[config.mk]
export PLATFORM = sky130hd
export DESIGN_NAME = dff_shift_ctrl
export DESIGN_NICKNAME = d
export VERILOG_FILES = /design/src/rtl/dff_shift_ctrl.sv
export SDC_FILE = /design/constraint.sdc
export NUM_CORES = 1
export LEC_CHECK = 0
export CAP_MARGIN = 10
export CORE_ASPECT_RATIO = 0.8
export CORE_MARGIN = 3
export CORE_UTILIZATION = 25
export DETAILED_ROUTE_END_ITERATION = 10
export PLACE_DENSITY = 0.59
export SLEW_MARGIN = 20
export SYNTH_ARGS = -nofsm -noshare
export SYNTH_HDL_FRONTEND = slang
export SYNTH_SLANG_ARGS = --single-unit
[constraint.sdc]
create_clock -name clk -period 1.9 [get_ports clk]
set_clock_uncertainty 0.2 [all_clocks]
set_input_delay 0.475 -clock clk [delete_from_list [all_inputs] [get_ports clk]]
set_output_delay 0.475 -clock clk [all_outputs]
set_load 0.05 [all_outputs]
[src/rtl/dff_shift_ctrl.sv]
// Start/ready sequencer for a WIDTH-bit D flip-flop chain: parallel load, MSB-first serial shift,
// serial capture into rx_data, plus idle-time clear/preset of the chain.
module dff_shift_ctrl #(
  parameter int unsigned WIDTH = 8
) (
  input  logic             clk,
  input  logic             Rd,
  input  logic             start,
  input  logic [WIDTH-1:0] tx_data,
  input  logic             ser_in,
  input  logic             abort,
  input  logic             clr_cmd,
  input  logic             set_cmd,
  output logic             ready,
  output logic             busy,
  output logic             shift_en,
  output logic             ser_out,
  output logic             done,
  output logic [WIDTH-1:0] rx_data,
  output logic [WIDTH-1:0] chain_q
);

  localparam int unsigned CntW = (WIDTH > 1) ? $clog2(WIDTH) : 1;
  localparam logic [CntW-1:0] CntLast = CntW'(WIDTH - 1);

  localparam logic [1:0] IDLE  = 2'd0;
  localparam logic [1:0] SHIFT = 2'd1;
  localparam logic [1:0] DONE  = 2'd2;

  logic [1:0]       state_q, state_d;
  logic [CntW-1:0]  cnt_q, cnt_d;
  logic [WIDTH-1:0] chain_d;
  logic [WIDTH-1:0] rx_d;
  logic [WIDTH-1:0] shifted;

  assign shifted = {chain_q[WIDTH-2:0], ser_in};

  always_comb begin
    state_d = state_q;
    cnt_d   = cnt_q;
    chain_d = chain_q;
    rx_d    = rx_data;
    case (state_q)
      IDLE: begin
        // Commands win over start; a start that loses is dropped, not remembered.
        if (clr_cmd) begin
          chain_d = '0;
        end else if (set_cmd) begin
          chain_d = '1;
        end else if (start) begin
          chain_d = tx_data;
          cnt_d   = '0;
          state_d = SHIFT;
        end
      end
      SHIFT: begin
        if (abort) begin
          chain_d = '0;
          cnt_d   = '0;
          state_d = IDLE;
        end else begin
          chain_d = shifted;
          if (cnt_q == CntLast) begin
            rx_d    = shifted;
            state_d = DONE;
          end else begin
            cnt_d = cnt_q + 1'b1;
          end
        end
      end
      DONE: begin
        state_d = IDLE;
      end
      default: begin
        state_d = IDLE;
      end
    endcase
  end

  always_ff @(posedge clk or negedge Rd) begin
    if (!Rd) begin
      state_q <= IDLE;
      cnt_q   <= '0;
      chain_q <= '0;
      rx_data <= '0;
    end else begin
      state_q <= state_d;
      cnt_q   <= cnt_d;
      chain_q <= chain_d;
      rx_data <= rx_d;
    end
  end

  assign ready    = (state_q == IDLE);
  assign busy     = (state_q == SHIFT);
  assign shift_en = busy;
  assign done     = (state_q == DONE);
  assign ser_out  = busy & chain_q[WIDTH-1];

endmodule

==> flow_metrics.tcl <==
set metrics [dict create \
    post_cts_buffers 0 \
    tritoncts "built" \
    clk_pin_slew_worst_paths_ns 0.08 \
    leakage_nw 0.878 \
    drt_pass1_iterations 4 \
    drc 0 \
    crit_fanout 7 \
    grt_max_degree 22 \
    antenna_found_initial 0 \
    syn-num-nets 105 \
    synth.avg_cell_area_um2 12.0 \
    cts.sinks 21 \
    hp-class "reg2reg" \
    power.switching_w 0.000368 \
    grt_pass1_wl_um 4570 \
    numCtsBuffers 3 \
    placementRows 20 \
    dieArea_mm2 0.00505 \
    synthCells 88 \
    syn_to_final_growth_pct 74.4 \
    power_frac_comb_pct 31.9 \
    die_x_um 78.7 \
    grt_most_used_layer "met2" \
    seqPwrFrac_pct 43.0 \
    status "finished, final reports clean" \
    synth_area_mm2 0.00106 \
    ys_ff_latch 21 \
    start_util_pct 26.9 \
    grt_util_met1_pct 15.2 \
    routedWlPerCell_um 14.4 \
    route.vias.total 837 \
    cp_top_family "flip-flops" \
    whs_ns 0.310 \
    max_freq_ghz 0.538 \
    n_antenna_cell 0 \
    p_clk_share_pct 25.1 \
    arrival_ns 1.18 \
    setup_viol 0 \
    grt_use_met3_pct 1.69 \
    slowest_stage "dfrtp_2" \
    utilization_pct 46.9 \
    drv_slew 0 \
    p_sw_share_pct 31.0 \
    peakVddDrop_uv 266 \
    core_area_mm2 0.00393 \
    power_w 0.00119 \
    die_h_um 64.2 \
    cts-root-buf "clkbuf_8" \
    path_class "reg2out" \
    routabilityCongestion 0.731 \
    cap_violations 0 \
    clockBufferDepth 2 \
    startpoint_type "flop" \
    mostFrequentLayoutCell "buf_12" \
    grt_use_total_pct 11.7 \
    timing_hold_violations_final 0 \
    p_per_area_mw_per_mm2 644 \
    internal_power_w 0.000819 \
    synthDistinctLibCells 22 \
    fin_crit_ns 1.86 \
    cp_data_required_time_ns 1.22 \
    drt_iter0_drc 32 \
    hpwl_um 2080 \
    grt_use_met2_pct 19.7 \
    worstMarginPinSlew_ns 0.294 \
    post-route-period-util_pct 97.8 \
    ant_nets 0 \
    htree_num_levels 1 \
    yosysWarningCount 0 \
    end_kind "output pin" \
    slew_headroom_pct 80.2 \
    cp_num_buf_inv 2 \
    max_stage_delay_ns 0.46 \
    numPortBuffers 35 \
    final_cell_mix "buf_12, dfrtp_1, clkdlybuf4s50_1, buf_4, nor2_1" \
    layout-drive-gt1-share_pct 40.0 \
    grt_overflow 0 \
    path_cells "inv_1, nor2_2, buf_12" \
    rsz0062_at_grt "true" \
    io_pins 36 \
    viasPerCell 4.41 \
    drt-total-wl_um 2730 \
    clk_latency_ns 0.26 \
    grt_pass1_vias 909 \
    yosysSeqAreaShare_pct 49.7 \
    final_nets 153 \
]
-- worst reg2reg max path, cell delays in order (launching register included) --
cell and delay [ns]:
dfrtp_1 0.40, ha_1 0.20, ha_1 0.22, inv_2 0.18
o221ai_4 0.15, mux2_1 0.31
-- per-layer routing --
layer / vias up / share of wire, %
li1: 406 / -
met1: 398 / 44
met5: - / 0
met4: 0 / 1.1
met3: 4 / 5.5
met2: 29 / 49
-- through the flow --
step                      instance area (um^2)  instances  TNS [ns]  setup slack, ns
after floorplan                           1060         88         0           0.0332
after global placement                    1750        185     -4.32           -0.265
after detailed placement                  1750        185     -4.63           -0.299
after CTS                                 1830        190         0          0.00566
after global routing                      1840        190  -0.00905         -0.00507
final                                     1840        190         0           0.0425
-- path summary, 6_finish.rpt --
check	from	depth (start not counted)	to	slack, ns
max in group asynchronous	Rd	2	state_q[1]	0.90
worst max-delay path	state_q[1]	3	done	0.04
worst min register to register	cnt_q[1]	1	cnt_q[1]	0.31
min in group asynchronous	Rd	2	state_q[0]	0.36
worst max register to register	cnt_q[0]	5	cnt_q[0]	0.12
worst min-delay path	cnt_q[1]	1	cnt_q[1]	0.31
-- power by group through the flow --
| stage | sequential, W | clock, W | combinational [W] |
|---|---|---|---|
| floorplan | 0.000574 | 0 | 0.000122 |
| global placement | 0.000519 | 0 | 0.000370 |
| detailed placement | 0.000520 | 0 | 0.000376 |
| CTS | 0.000512 | 0.000306 | 0.000380 |
| global route | 0.000517 | 0.000320 | 0.000399 |
| finish | 0.000511 | 0.000298 | 0.000378 |
-- final cells by class --
class                           count  area (um^2)
Clock inverter                      1         7.51
Fill cell                         359         2080
Timing Repair Buffer               48          661
Multi-Input combinational cell     52          502
Inverter                           10         37.5
Clock buffer                        3         41.3
Sequential cell                    21          527
Tap cell                           55         68.8
-- what timing repair did --
action	4_1_cts	5_1_grt
setup endpoints to repair	11	5
gates resized for setup	11	3
pin swaps	4	0
gates cloned	1	0
hold buffers	0	0
-- registers in the layout (all words and copies together) (netlist names) --
register and count:
chain_q 8, rx_data 8, cnt_q 3, state_q 2
-- synth_stat cells --
cell type / number / area [um^2]
o221ai_4: 1 / 26.3
nor2_1: 12 / 45.0
nor2_8: 1 / 20.0
mux2_1: 10 / 113
o22a_1: 1 / 8.76
a22o_1: 2 / 17.5
mux2i_1: 7 / 70.1
dfrtp_1: 21 / 526
and2_1: 1 / 6.26
inv_1: 10 / 37.5
nor4_1: 1 / 6.26
nor3b_1: 2 / 15.0
buf_4: 2 / 15.0
nor2_2: 1 / 6.26
clkbuf_1: 1 / 3.75
buf_2: 2 / 10.0
buf_6: 1 / 11.3
nor2b_1: 1 / 6.26
o32a_1: 6 / 60.1
or3b_4: 1 / 11.3
ha_1: 2 / 25.0
o32ai_1: 2 / 17.5
-- logic make-up after synthesis --
| group | synth area share (%) |
|---|---|
| flip-flops | 49.7 |
| AO/OA/AOI/OAI | 12.3 |
| buffers and inverters | 7.34 |
| adder cells (fa/ha/maj) | 2.37 |
| multiplexers | 17.3 |
| AND/OR/NAND/NOR | 11.0 |
No activity file was read; power rests on OpenSTA's default activity.
